### src/rtl/unified_mem_arbiter_pkg.sv
// mem_arb_pkg: shared types and defaults for the IF/MEM unified memory arbiter.
//   arb_state_e : IDLE / BUSY_I (fetch) / BUSY_D (data) / BUSY_X (flushed fetch)
//   arb_owner_e : owning pipeline stage of a transaction
//   STARVE_LIMIT_DEF, TIMEOUT_DEF : parameter defaults for the top
package mem_arb_pkg;

  typedef enum logic [1:0] {
    IDLE   = 2'd0,
    BUSY_I = 2'd1,
    BUSY_D = 2'd2,
    BUSY_X = 2'd3
  } arb_state_e;

  typedef enum logic {
    OWN_IF = 1'b0,
    OWN_D  = 1'b1
  } arb_owner_e;

  localparam int STARVE_LIMIT_DEF = 4;
  localparam int TIMEOUT_DEF      = 15;

endpackage

### src/rtl/unified_mem_arbiter.sv
// unified_mem_arbiter: shares one single-port, variable-latency memory between
// the IF (fetch) and MEM (load/store) stages, one transaction in flight.
//   clk, rst        : clock, synchronous active-high reset
//   if_*            : fetch request / flush / instruction return
//   d_*             : load/store request / load data return
//   mem_*           : registered memory request, ack and read data
//   stall_if/_mem   : combinational per-stage stalls to hazard control
//   bus_err         : sticky memory-timeout flag
module unified_mem_arbiter
  import mem_arb_pkg::*;
#(
  parameter int ADDR_W       = 32,
  parameter int DATA_W       = 32,
  parameter int STARVE_LIMIT = STARVE_LIMIT_DEF,
  parameter int TIMEOUT      = TIMEOUT_DEF
) (
  input  logic                clk,
  input  logic                rst,
  input  logic                if_req,
  input  logic [ADDR_W-1:0]   if_addr,
  input  logic                if_flush,
  output logic                if_rvalid,
  output logic [DATA_W-1:0]   if_rdata,
  input  logic                d_req,
  input  logic                d_we,
  input  logic [ADDR_W-1:0]   d_addr,
  input  logic [DATA_W-1:0]   d_wdata,
  input  logic [DATA_W/8-1:0] d_be,
  output logic                d_rvalid,
  output logic [DATA_W-1:0]   d_rdata,
  output logic                mem_req,
  output logic                mem_we,
  output logic [ADDR_W-1:0]   mem_addr,
  output logic [DATA_W-1:0]   mem_wdata,
  output logic [DATA_W/8-1:0] mem_be,
  input  logic                mem_ack,
  input  logic [DATA_W-1:0]   mem_rdata,
  output logic                stall_if,
  output logic                stall_mem,
  output logic                bus_err
);

  localparam int SC_W = $clog2(STARVE_LIMIT + 1);
  localparam int WC_W = $clog2(TIMEOUT + 1);

  arb_state_e          r_state;
  logic                r_mem_req;
  logic                r_mem_we;
  logic [ADDR_W-1:0]   r_mem_addr;
  logic [DATA_W-1:0]   r_mem_wdata;
  logic [DATA_W/8-1:0] r_mem_be;
  logic [SC_W-1:0]     r_starve;
  logic [WC_W-1:0]     r_wait;
  logic                r_bus_err;

  logic w_grant_d, w_grant_i, w_busy, w_tmo, w_done;

  // Data wins unless the pending fetch has already sat through STARVE_LIMIT
  // data grants; a fetch being flushed this cycle is never granted.
  assign w_grant_d = d_req && (!if_req || (r_starve < SC_W'(STARVE_LIMIT)));
  assign w_grant_i = !w_grant_d && if_req && !if_flush;

  // r_wait counts busy cycles already spent without ack, so the abort lands
  // in the TIMEOUT-th busy cycle. A real ack in that cycle takes precedence.
  assign w_busy = (r_state != IDLE);
  assign w_tmo  = w_busy && !mem_ack && (r_wait == WC_W'(TIMEOUT - 1));
  assign w_done = w_busy && (mem_ack || w_tmo);

  // Completion is combinational in the ack cycle; a flush in that same cycle
  // still kills the fetch return. Aborts return zero data.
  assign if_rvalid = !rst && (r_state == BUSY_I) && w_done && !if_flush;
  assign if_rdata  = (if_rvalid && mem_ack) ? mem_rdata : '0;
  assign d_rvalid  = !rst && (r_state == BUSY_D) && w_done;
  assign d_rdata   = (d_rvalid && mem_ack) ? mem_rdata : '0;

  assign stall_if  = if_req && !if_rvalid;
  assign stall_mem = d_req && !d_rvalid;

  assign mem_req   = r_mem_req;
  assign mem_we    = r_mem_we;
  assign mem_addr  = r_mem_addr;
  assign mem_wdata = r_mem_wdata;
  assign mem_be    = r_mem_be;
  assign bus_err   = r_bus_err;

  always_ff @(posedge clk) begin
    if (rst) begin
      r_state     <= IDLE;
      r_mem_req   <= 1'b0;
      r_mem_we    <= 1'b0;
      r_mem_addr  <= '0;
      r_mem_wdata <= '0;
      r_mem_be    <= '0;
      r_starve    <= '0;
      r_wait      <= '0;
      r_bus_err   <= 1'b0;
    end else begin
      case (r_state)
        IDLE: begin
          r_wait <= '0;
          if (!if_req) r_starve <= '0;
          if (w_grant_d) begin
            r_state     <= BUSY_D;
            r_mem_req   <= 1'b1;
            r_mem_we    <= d_we;
            r_mem_addr  <= d_addr;
            r_mem_wdata <= d_wdata;
            r_mem_be    <= d_be;
            // A grant with if_req high implies r_starve < limit, so no overflow.
            if (if_req) r_starve <= r_starve + SC_W'(1);
          end else if (w_grant_i) begin
            r_state     <= BUSY_I;
            r_mem_req   <= 1'b1;
            r_mem_we    <= 1'b0;
            r_mem_addr  <= if_addr;
            r_mem_wdata <= '0;
            r_mem_be    <= '1;
            r_starve    <= '0;
          end
        end
        default: begin
          if (w_done) begin
            r_state   <= IDLE;
            r_mem_req <= 1'b0;
            if (w_tmo) r_bus_err <= 1'b1;
          end else if ((r_state == BUSY_I) && if_flush) begin
            // The access keeps running to completion; only the return is dropped.
            r_state <= BUSY_X;
            r_wait  <= '0;
          end else begin
            r_wait <= r_wait + WC_W'(1);
          end
        end
      endcase
    end
  end

endmodule

### config.mk
export PLATFORM = sky130hd
export DESIGN_NAME = unified_mem_arbiter
export DESIGN_NICKNAME = d
export VERILOG_FILES = /design/src/rtl/unified_mem_arbiter_pkg.sv /design/src/rtl/unified_mem_arbiter.sv
export SDC_FILE = /design/constraint.sdc
export NUM_CORES = 1
export LEC_CHECK = 0
export CORE_AREA = 2 2 109 111
export CTS_BUF_LIST = sky130_fd_sc_hd__clkbuf_2 sky130_fd_sc_hd__clkbuf_4 sky130_fd_sc_hd__clkbuf_8
export DETAILED_ROUTE_END_ITERATION = 8
export DIE_AREA = 0 0 111 113
export PLACE_DENSITY = 0.82
export SKIP_CTS_REPAIR_TIMING = 1
export SLEW_MARGIN = 5
export SYNTH_ARGS = -nofsm -noshare
export SYNTH_HDL_FRONTEND = slang
export SYNTH_SLANG_ARGS = --single-unit
### constraint.sdc
create_clock -name clk -period 4.2 [get_ports clk]
set_input_delay 0.42 -clock clk [delete_from_list [all_inputs] [get_ports clk]]
set_output_delay 0.42 -clock clk [all_outputs]
set_load 0.1 [all_outputs]
==> run metrics, run 1 <==
Post-Syn Nets 524; Final Setup Violations 0; Core ar. between 10000 and 15000 um^2; met2 Usage GRT roughly 38%; most common cell in the synthesized netlist dfxtp_1; M1 GR Usage between 10% and 20%; Post-Syn Instances 382; IO buf count 277; dpl cells just under 800; Die Y 113 um; H-Tree Depth 3; die width 111 um; total power 0.00258 W; top cell type's share of synthesized area 44.0%; number of flops mapped to enable cells by yosys 0; # nets final 788; RSZ-0062 raised after global routing false; Syn-to-layout area delta 80.8%; hold path startpoint mem_wdata[12]; Root Buffer clkbuf_8; clk sinks 80; largest net degree at the start of global routing 70; initial core utilization 32.3%; peak supply drop approximately 240 uV; Critical Path AT 2110 ps; GPL Wtd Cong 0.793; crit path time final ~2500 ps; DRC violations left 0; synth cell count leaders 80 x dfxtp_1, 64 x and2_1, 49 x nor2_1, 33 x a22o_1, 33 x mux2i_1; Seq/Total Area, Yosys 44.0%; initial antenna violation count 2; grt ovf 0; CP Max Fanout 6; Async SR Flop Fraction 0%; Total GRT Usage 19.4%; CP Class reg2out; top cells by area, synth dfxtp_1 44%, and2_1 11%, mux2i_1 9.1%; Clock Skew 6.28 ps; Syn Std Cell Area 3640 um^2; Leak 2.77 nW; Hold Crit Depth 1; dominant cell type by area after synthesis dfxtp_1; Final period util 60.3%; CTS tree done; Max-slew headroom between 30% and 40%; WL final 12700 um; Num CTS Buffers 9; wire per inst 15.9 um; synthesis-stage register bit count 80; worst-skew pair later-pin latency approximately 350 ps; Least-Margin Pin Slew 1020 ps; element type at the critical path end output pin; reg-to-reg startpoint r_state[1]; max-slew violations 0; reg2reg end mem_addr[18]; # IOs 278; YS warnings 0; maxcap violations 0; Final Hold Fails 0; met3 usage approximately 6.4%; Reg2Reg Depth 5; status finished clean; fmax between 0.3 and 0.4 GHz; WP data required 3780 ps; Worst setup SP type register; ys flop type dfxtp_1; DRT Pass-1 Iters 4; die area approximately 13000 um^2; layout cells sized above 1 17.1%; CP Cell Sequence inv_1 > ha_1 > and3_1 > a21oi_1 > nor3_2 > nor2b_1 > buf_4; vias in the first global route 3847; R2R Setup Slk between 2000 and 2500 ps; HP Class reg2reg; DP HPWL 10100 um; slowest CP cell dfxtp_1; CP max stage delay approximately 400 ps; Unique masters post-synth 39; ANT nets after route 0; FP Rows 39; vias 3791; Post-Layout Cell Count 796; clock transition at the registers of the reported paths about 80 ps; GR peak layer met2; worst-case clock buffer depth 2; hold path endpoint mem_wdata[12]; P per Cell Area 392 nW/um^2; synthesized area per cell 9.54 um^2; Iteration-0 DRC Markers 151; Via density 4.76; first-pass GRT wire length 19300 um
-- worst max-delay path, delay by kind of cell (launching register included) --
| family | cells | cell delay (ps) |
|---|---|---|
| adder cells (fa/ha/maj) | 1 | 190 |
| buffers and inverters | 2 | 380 |
| flip-flops | 1 | 400 |
| AO/OA/AOI/OAI | 1 | 290 |
| AND/OR/NAND/NOR | 3 | 500 |
-- cells in the final DEF, fill, tap and decap left out, types with 2 or more instances in the layout --
cell type | synthesis | final
a22o_1 | 33 | 33
o21ai_0 | 4 | 4
dfxtp_1 | 80 | 80
nor3_1 | 7 | 5
nor3_2 | 0 | 2
and2_1 | 64 | 64
nor2_1 | 49 | 48
nor2b_1 | 5 | 5
inv_1 | 2 | 2
or2b_1 | 2 | 2
ha_1 | 3 | 3
or3_1 | 2 | 2
nand2b_1 | 2 | 2
bufinv_16 | 0 | 3
a211oi_1 | 23 | 23
a21oi_1 | 8 | 8
mux2i_1 | 33 | 33
nand2_1 | 6 | 6
clkdlybuf4s50_1 | 0 | 208
diode_2 | 0 | 2
or4_1 | 2 | 2
and3_1 | 2 | 2
a211oi_2 | 9 | 9
clkbuf_8 | 0 | 10
buf_4 | 5 | 75
-- final cells by class --
cell class	count	area [um^2]
sequential	80	1600
clock inverter	5	104
clock buffer	11	145
inverter	2	7.51
tap	143	179
timing repair buffer	284	2650
antenna	2	5.00
fill	945	4680
multi-input combinational	269	1900
-- where the power goes --
part | internal (W) | leakage (nW) | switching [W]
clock network | 0.000418 | 0.127 | 0.000280
logic | 0.000307 | 1.99 | 0.000715
registers | 0.000826 | 0.660 | 0.0000387
-- through the flow --
| stage | TNS, ps | cell area [um^2] | hold slack (ps) | worst slack (ps) | utilization [%] |
|---|---|---|---|---|---|
| detailed placement | 0 | 6330 | 463 | 1570 | 56.2 |
| global placement | 0 | 6330 | 447 | 1660 | 56.2 |
| floorplan | -26.3 | 3650 | 436 | -26.3 | - |
| finish | 0 | 6590 | 481 | 1670 | 58.4 |
| CTS | 0 | 6580 | 484 | 1650 | 58.4 |
| global route | 0 | 6590 | 498 | 1540 | 58.4 |
-- state kept, by name, summed over array words and instances (netlist names) --
| signal | count |
|---|---|
| mem_addr | 32 |
| mem_wdata | 32 |
| mem_be | 4 |
| r_wait | 4 |
| r_starve | 3 |
| r_state | 2 |
| bus_err | 1 |
| mem_req | 1 |
| mem_we | 1 |
-- how the worst max path moves through the flow --
| stage | startpoint | to | slack, ps | cells past startpoint |
|---|---|---|---|---|
| 3_3_place_gp | if_req | mem_wdata[14] | 1660 | 7 |
| 2_1_floorplan | r_wait[0] | stall_if | -30 | 7 |
| 4_1_cts | r_wait[0] | stall_mem | 1650 | 7 |
| 6_report | r_wait[0] | stall_mem | 1670 | 7 |
| 5_1_grt | r_wait[0] | stall_mem | 1540 | 7 |
| 3_5_place_dp | if_req | mem_wdata[8] | 1570 | 7 |
-- logic make-up after synthesis --
logic type,after synthesis,share of synthesized area (%)
compound gates,84,19.0
fa+ha+maj,3,1.03
buf+inv,33,4.88
flops,80,44.0
mux,33,9.07
simple gates,149,22.1
-- layer usage --
layer	up-vias	part of all wire (%)
met4	0	2.7
met5	-	0
met2	187	54
li1	1866	-
met1	1718	35
met3	20	8.5
Note: power is estimated with default switching activity, not from simulation.
==> inputs of run 2 (changes only) <==
clock period = 2.47 ns   (was 4.2 ns; I/O delays follow)
==> run 2 against run 1 <==
  * Highest routed layer unchanged
  * Die area did not move
  * Sequential power rose by 70%
  * Combinational power rose by 72%
  * Clock power rose by 48%
  * Utilization rose by 6.0 points
  * Total power rose by 64%
  * Setup slack got worse by 1500 ps
  * Worst hold slack got worse by 17 ps
  * First-iteration DRC count rose by 5.3%
  * Routed wire length fell by 3.2%
==> run metrics, run 2 (synthesized netlist as in run 1, its figures left out) <==
DRC violations left 0 (unchanged); vias in the first global route 3854 (was 3847); RSZ-0062 raised after global routing false (unchanged); Critical Path AT 2050 ps (was 2110 ps); dpl cells 778 (unchanged); Final Hold Fails 0 (unchanged); Die Y 113 um (unchanged); crit path time final about 2300 ps; Max-slew headroom 50.7% (was 31.6%); vias 3839 (was 3791); grt ovf 0 (unchanged); most frequent cells in the layout 137 x clkdlybuf4s50_1, 79 x dfxtp_1, 77 x buf_4 (was 208 x clkdlybuf4s50_1, 80 x dfxtp_1, 75 x buf_4); largest net degree at the start of global routing 65 (was 70); layout cells sized above 1 28.6% (was 17.1%); H-Tree Depth 3 (unchanged); Total GRT Usage 19.2% (was 19.4%); clk sinks 80 (unchanged); DP HPWL 9810 um (was 10100 um); Via density 4.84 (was 4.76); pre-CTS WS 269 ps (was 1570 ps); Core ar. 11300 um^2 (unchanged); worst-skew pair later-pin latency 350 ps (about the same); Filler cells 866 (was 945); element type at the critical path end output pin (unchanged); IO buf count 277 (unchanged); HP Class reg2reg (unchanged); Final period util 93.0%; WP data required 2220 ps (was 3780 ps); P per Cell Area 585 nW/um^2 (was 392 nW/um^2); initial core utilization 32.3% (unchanged); Syn-to-layout area delta 99.5% (was 80.8%); Antenna Cells 0 (was 2); initial antenna violation count 0 (was 2); maxcap violations 0 (unchanged); DRT Pass-1 Iters 4 (unchanged); CP Max Fanout 6 (unchanged); met3 wire len 831 um (was 1070 um); Worst setup SP type register (unchanged); fmax 0.435 GHz; Root Buffer clkbuf_8 (unchanged); CP max stage delay 430 ps (was 400 ps); total power 0.00425 W (was 0.00258 W); slowest CP cell nor4_4 (was dfxtp_1); WL final 12300 um (was 12700 um); clock transition at the registers of the reported paths 90 ps (was 80 ps); Top Metal Used met4 (unchanged); die area 12500 um^2 (unchanged); FP Rows 39 (unchanged); peak supply drop 368 uV (was 239 uV); Least-Margin Pin Slew 738 ps (was 1020 ps); GPL Wtd Cong 0.785 (was 0.793); CTS tree done (unchanged); Post-Layout Cell Count 794 (was 796); Worst Path Buf+Inv 1 (was 2); ANT nets after route 0 (unchanged); CP Class reg2out (unchanged); # nets final 788 (unchanged); wire per inst 15.4 um (was 15.9 um); Largest delay share family, worst path simple AND/OR/NAND/NOR gates (unchanged); Clock Skew 9.32 ps (was 6.28 ps); Leak 3.08 nW (was 2.77 nW); Final Setup Violations 0 (unchanged); die width 111 um (unchanged); CP Cell Sequence ha_1 > and3_1 > a21oi_4 > nor4_4 > nor2b_4 > buf_12 (was inv_1 > ha_1 > and3_1 > a21oi_1 > nor3_2 > nor2b_1 > buf_4); first-pass GRT wire length 19600 um (was 19300 um); worst-case clock buffer depth 2 (unchanged); Num CTS Buffers 9 (unchanged); met2 wire len 6410 um (was 6810 um); post-layout util 64.5% (was 58.4%); max-slew violations 0 (unchanged); setup ws final 172 ps (was 1670 ps); Iteration-0 DRC Markers 159 (was 151); most common cell after layout, fill and taps aside clkdlybuf4s50_1 (unchanged); WL met1 4850 um (was 4450 um); # IOs 278 (unchanged); status finished clean (unchanged)
run 2: cell count changes in the layout (fill, tap and decap cells not counted), sizes merged:
cell / previous run / this run
inv: 2 / 7
bufinv: 3 / 1
clkinvlp: 0 / 1
clkbuf: 11 / 9
buf: 76 / 147
clkdlybuf4s50: 208 / 137
diode: 2 / 0
clkinv: 2 / 0
run 2: worst paths after layout:
path | start | end | slack, ps | depth (start not counted)
setup / recovery | r_wait[1] | stall_if | 170 | 6
hold / removal | r_starve[1] | r_starve[1] | 460 | 2
setup reg to reg | r_wait[0] | r_wait[3] | 660 | 6
hold reg to reg | r_starve[1] | r_starve[1] | 460 | 2
run 2: power breakdown:
part           internal (W)  switching, W  leakage (nW)
registers           0.00141     0.0000688         0.660
logic              0.000531       0.00122          2.31
clock network      0.000492      0.000535         0.105
run 2: metal layers:
layer  track usage (%)  up-vias
met5                 0        -
met3              4.77       14
met4              5.42        0
met2              36.4      171
met1              21.4     1780
li1                  -     1874
run 2: area by class of cell:
cell class,count,area (um^2),share of cell area (%)
Clock inverter,7,86.3,1.19
Timing Repair Buffer,284,3340,45.9
Inverter,2,7.51,0.103
Multi-Input combinational cell,269,1930,26.6
Clock buffer,9,124,1.70
Tap cell,143,179,2.46
Sequential cell,80,1600,22.1
run 2: per-stage QoR:
stage / TNS, ps / hold slack (ps) / area (um^2)
floorplan: -166 / 372 / 3700
global placement: 0 / 441 / 7060
detailed placement: 0 / 455 / 7060
CTS: 0 / 447 / 7270
global route: 0 / 464 / 7270
finish: 0 / 465 / 7270
run 2: tightest hold or removal path, cell delays in order, from the launching register on:
cell     delay, ps
dfxtp_1        330
nand2_1         50
a21oi_1         50
